--- src/rtl/cam_pixel_packer.sv ---
// rtl/cam_pixel_packer.sv - frames 8-bit camera pixels and packs 16 per 128-bit DataFIFO word
module cam_pixel_packer #(
  parameter int FRAME_PIXELS = 784
) (
  input  logic         clk,
  input  logic         rst,
  input  logic [7:0]   pix_data,
  input  logic         pix_valid,
  input  logic         frame_start,
  input  logic         fifo_full,
  input  logic         clr_status,
  output logic [127:0] CamDataIn,
  output logic         CamWr_en,
  output logic         frame_done,
  output logic [15:0]  frame_count,
  output logic         overflow,
  output logic         frame_err
);

  localparam logic [1:0] S_IDLE   = 2'd0;
  localparam logic [1:0] S_ACTIVE = 2'd1;
  localparam logic [1:0] S_FLUSH  = 2'd2;

  localparam logic [15:0] LAST_PIX = 16'(FRAME_PIXELS);

  logic [1:0]   state, state_n;
  logic [15:0]  pix_cnt, pix_cnt_n;
  logic [127:0] acc, acc_n;
  logic [127:0] lane_word;
  logic [127:0] push_data;
  logic         push;
  logic         restart;
  logic         frame_end;
  logic         pend_valid;
  logic [127:0] pend_data;

  assign CamDataIn = pend_data;
  assign CamWr_en  = pend_valid & ~fifo_full;

  always_comb begin
    state_n   = state;
    pix_cnt_n = pix_cnt;
    acc_n     = acc;
    push      = 1'b0;
    push_data = acc;
    restart   = 1'b0;
    frame_end = 1'b0;
    lane_word = acc;
    lane_word[{pix_cnt[3:0], 3'b000} +: 8] = pix_data;

    case (state)
      S_IDLE: begin
        if (pix_valid && frame_start) begin
          acc_n     = {120'b0, pix_data};
          pix_cnt_n = 16'd1;
          state_n   = (LAST_PIX == 16'd1) ? S_FLUSH : S_ACTIVE;
        end
      end
      S_ACTIVE: begin
        if (pix_valid) begin
          if (frame_start) begin
            // Partial word is dropped; whatever sits in the pending register survives.
            restart   = 1'b1;
            acc_n     = {120'b0, pix_data};
            pix_cnt_n = 16'd1;
          end else begin
            pix_cnt_n = pix_cnt + 16'd1;
            if (pix_cnt[3:0] == 4'hF) begin
              push      = 1'b1;
              push_data = lane_word;
              acc_n     = '0;
            end else begin
              acc_n = lane_word;
            end
            if (pix_cnt_n == LAST_PIX) begin
              state_n = S_FLUSH;
            end
          end
        end
      end
      S_FLUSH: begin
        frame_end = 1'b1;
        push      = (pix_cnt[3:0] != 4'h0);
        push_data = acc;
        acc_n     = '0;
        pix_cnt_n = '0;
        state_n   = S_IDLE;
      end
      default: begin
        state_n = S_IDLE;
      end
    endcase
  end

  always_ff @(posedge clk) begin
    if (rst) begin
      state       <= S_IDLE;
      pix_cnt     <= '0;
      acc         <= '0;
      pend_valid  <= 1'b0;
      pend_data   <= '0;
      frame_done  <= 1'b0;
      frame_count <= '0;
      overflow    <= 1'b0;
      frame_err   <= 1'b0;
    end else begin
      state      <= state_n;
      pix_cnt    <= pix_cnt_n;
      acc        <= acc_n;
      frame_done <= frame_end;
      if (frame_end) begin
        frame_count <= frame_count + 16'd1;
      end

      // A word draining this edge frees the slot for a simultaneous push.
      if (push) begin
        if (!pend_valid || CamWr_en) begin
          pend_valid <= 1'b1;
          pend_data  <= push_data;
        end
      end else if (CamWr_en) begin
        pend_valid <= 1'b0;
      end

      if (push && pend_valid && !CamWr_en) begin
        overflow <= 1'b1;
      end else if (clr_status) begin
        overflow <= 1'b0;
      end

      if (restart) begin
        frame_err <= 1'b1;
      end else if (clr_status) begin
        frame_err <= 1'b0;
      end
    end
  end

endmodule

--- config.mk ---
export PLATFORM = sky130hd
export DESIGN_NAME = cam_pixel_packer
export DESIGN_NICKNAME = d
export VERILOG_FILES = /design/src/rtl/cam_pixel_packer.sv
export SDC_FILE = /design/constraint.sdc
export NUM_CORES = 1
export LEC_CHECK = 0
export ABC_AREA = 1
export CAP_MARGIN = 20
export CORE_ASPECT_RATIO = 0.8
export CORE_MARGIN = 5
export CORE_UTILIZATION = 40
export CTS_CLUSTER_SIZE = 25
export DETAILED_ROUTE_END_ITERATION = 8
export SLEW_MARGIN = 10
export SYNTH_ARGS = -nofsm -noshare
export SYNTH_HDL_FRONTEND = slang
export SYNTH_SLANG_ARGS = --single-unit
--- constraint.sdc ---
create_clock -name clk -period 2.2 [get_ports clk]
set_clock_uncertainty 0.2 [all_clocks]
set_input_delay 0.55 -clock clk [delete_from_list [all_inputs] [get_ports clk]]
set_output_delay 0.55 -clock clk [all_outputs]
set_load 0.05 [all_outputs]
==> impl_metrics.toml <==
[run_status]
result_of_the_run = "finished with violations"
violations_in_the_final_reports = "negative setup slack"

[global_route]
grt_max_degree = 119
overflow = 0
grtUsageTotal = 0.226
grt_first_pass_wirelength_um = 68800
number_of_antenna_violations_at_the_first_check_in_global_routing = 1
first_global_vias = 12328

[logic_synthesis]
synth-edff-count = 0
share_of_synthesized_registers_carrying_an_async_set_or_reset = 0
netlist_instances = 1881
number_of_distinct_library_cell_variants_in_the_gate_level_netlist_after_synthesis = 39
synthesis.area_mm2 = 0.0132
yosysTopAreaCell = "dfxtp_1"
postSynth.topFlopCell = "dfxtp_1"
synth.top_cells.by_count = "580 x nand2_1, 342 x a21oi_1, 294 x dfxtp_1, 146 x o21ai_0, 87 x clkbuf_1"
synth_warnings = 0
synth.net_count = 1903
yosys_register_bits = 294
synth.yosys.seq_area_share = 0.445
post-synth-top-area-fraction = 0.445
most_frequent_cell_after_synthesis = "nand2_1"
post_synth_main_area_contributors = "dfxtp_1 44%, nand2_1 16%, a21oi_1 13%"
synthesis.area_per_instance_um2 = 7.03

[clocking]
clockRootBuffer = "clkbuf_16"
cts-buffers-inserted = 31
clock_pin_slew_reported_for_the_worst_setup_and_hold_paths_after_clock_tree_synthesis_ns = 0.07
insertion_delay_ns = 0.58
clock_path_buffers = 3
cts_max_level = 1
tritoncts_clock_tree = "built"
clkSinkCount = 294

[detailed_routing]
avgViaCountPerCell = 5.33
antenna_left = 0
detailedRoute.firstIterationViolations = 1271
routed-via-count = 13662
routed_wirelength_um = 46500
firstDrtPassIters = 5
avgRoutedWirePerCell_um = 18.1
post-route-drc-count = 0

[power_and_ir_drop]
clock_network_power_share = 0.468
sequentialPowerShare = 0.428
max_ir_drop_vdd_mv = 0.565
pwr-share-comb = 0.104
sw_frac_of_total = 0.250
net-switching-power_w = 0.00315
power_leakage_nw = 6.79
cellInternalPower_w = 0.00945
power-per-cell-area_mw_per_mm2 = 704

[min_path]
holdCritPathClass = "input port to register"

[placed_design]
dp_hpwl_um = 29200
place_area_mm2 = 0.0158
port_buffers = 161
globalplace.congestion = 0.855

[floorplanning]
die_w_um = 213
initial_utilization = 0.406
core.rowCount = 59
io-pin-count = 162
fp.dieArea_mm2 = 0.0368
die_y_um = 173
fp.coreArea_mm2 = 0.0326

[timing]
report.final.hold_viol_count = 0
fmaxAchievable_ghz = 0.438
totalNegativeSetupSlack_ns = -0.684
setup_ws_ns = -0.0844
slew_violations = 0
fin_crit_ns = 2.28
layout_worst_path_cycle_share = 1.04
timing.final.setup_violations = 26
tightest_slew_ns = 0.655
grt_setup_unrepaired = "true"
timing.slew.headroom = 0.563

[setup_path]
worst_ep_arrival_time_ns = 2.58
worstSetupEndpointType = "register"
crit_type = "register to register"
worstPathRequired_ns = 2.49
startpoint_type = "register"
crit_fanout = 5

[finish]
area_delta_synth_final_pct = 35.2
n_fill_cell = 3090
num_antenna_cells = 0
design_area_mm2 = 0.0179
post_route_cells_drive_above_1_share = 0.225
nets = 2136

[run]
drv.max_cap_violation_count = 0
[cells in the final DEF (no fill, tap or decap), types with 4 or more instances in the layout]
cell type | synthesis | layout
nand4_1 | 7 | 7
clkbuf_16 | 0 | 42
or2_0 | 17 | 17
ha_4 | 0 | 4
inv_2 | 14 | 20
o21ai_1 | 61 | 95
o22ai_1 | 8 | 8
bufinv_16 | 0 | 6
nor2_1 | 54 | 39
o21ai_0 | 146 | 109
buf_12 | 0 | 29
or2_1 | 54 | 54
nand2_2 | 1 | 8
o211a_1 | 14 | 14
nor3_2 | 2 | 4
nand2_1 | 580 | 571
dfxtp_1 | 294 | 288
buf_4 | 13 | 250
a21oi_1 | 342 | 320
clkinv_2 | 0 | 4
nand3_1 | 31 | 27
or2_2 | 4 | 4
buf_6 | 1 | 10
inv_1 | 85 | 74
buf_16 | 0 | 4
clkbuf_8 | 0 | 11
clkdlybuf4s50_1 | 0 | 12
nor2_4 | 6 | 12
nand3_2 | 3 | 6
a21oi_2 | 0 | 22
nor2_2 | 4 | 13
[power by group through the flow]
stage / sequential (W) / combinational (W) / clock (W)
finish: 0.00539 / 0.00131 / 0.00590
CTS: 0.00538 / 0.00113 / 0.00598
global route: 0.00539 / 0.00140 / 0.00620
floorplan: 0.00550 / 0.000600 / 0
global placement: 0.00550 / 0.00111 / 0
detailed placement: 0.00550 / 0.00112 / 0
[worst max-delay path, cell delays in order, from the launching register on]
cell	delay, ns
dfxtp_2	0.33
inv_2	0.06
ha_4	0.16
buf_4	0.14
nand2_1	0.08
nand2_2	0.09
nor2_4	0.13
inv_2	0.06
nor2_4	0.19
clkinv_4	0.16
clkbuf_16	0.20
or2_1	0.20
a21oi_1	0.18
[worst paths after layout]
path	from	end	slack [ns]	depth (start not counted)
worst min-delay path	rst	acc[117]	0.08	2
worst max-delay path	state[1]	acc[108]	-0.08	12
worst min register to register	frame_count[12]	frame_count[12]	0.26	2
worst max register to register	state[1]	acc[108]	-0.08	12
[final cells by class]
type	count	area [µm²]	share of cell area
clock inverter	13	224	0.0125
multi-input combinational	1367	6760	0.378
timing repair buffer	319	3110	0.174
tap	427	534	0.0299
timing repair inverter	2	18.8	0.00105
sequential	294	5900	0.330
clock buffer	44	935	0.0523
inverter	99	397	0.0222
[logic make-up (layout without fill, tap and decap cells)]
family	Yosys count	count (layout)	share of synthesized area
xor+xnor	5	5	0.00388
simple gates	773	773	0.248
buf+inv	220	477	0.0683
compound gates	581	581	0.228
fa+ha+maj	8	8	0.00757
flops	294	294	0.445
[registers in the layout, summed over array words and instances, names as in the netlist]
name	cells
pend_valid	1
frame_err	1
CamDataIn	128
acc	128
frame_count	16
state	2
frame_done	1
overflow	1
pix_cnt	16
[per-stage QoR]
step | utilization | hold WS (ns) | power (W) | setup slack (ns) | cells
6_report | 0.549 | 0.0754 | 0.0126 | -0.0844 | 2565
5_1_grt | 0.549 | 0.0723 | 0.0130 | -0.184 | 2565
4_1_cts | 0.522 | 0.0627 | 0.0125 | 0.000299 | 2533
3_5_place_dp | 0.484 | 0.255 | 0.00662 | -0.411 | 2473
3_3_place_gp | 0.484 | 0.250 | 0.00661 | -0.358 | 2473
2_1_floorplan | - | 0.236 | 0.00610 | 0.0193 | 1881
[metal layers]
metal / wire length [µm] / vias to the layer above / share of wire / global-route usage
met3: 3470 / 87 / 0.075 / 0.0357
li1: - / 6649 / - / -
met1: 20900 / 6474 / 0.45 / 0.335
met4: 1220 / 0 / 0.026 / 0.0461
met2: 20900 / 452 / 0.45 / 0.350
met5: 0 / - / 0 / 0
[what timing repair did]
item | in CTS | in global routing
gates resized for setup | 17 | 146
hold buffers | 0 | 0
pin swaps | 2 | 39
gates cloned | 1 | 16
setup buffers | 2 | 16
setup endpoints to repair | 74 | 232
Power figures use the tool's default switching activity.
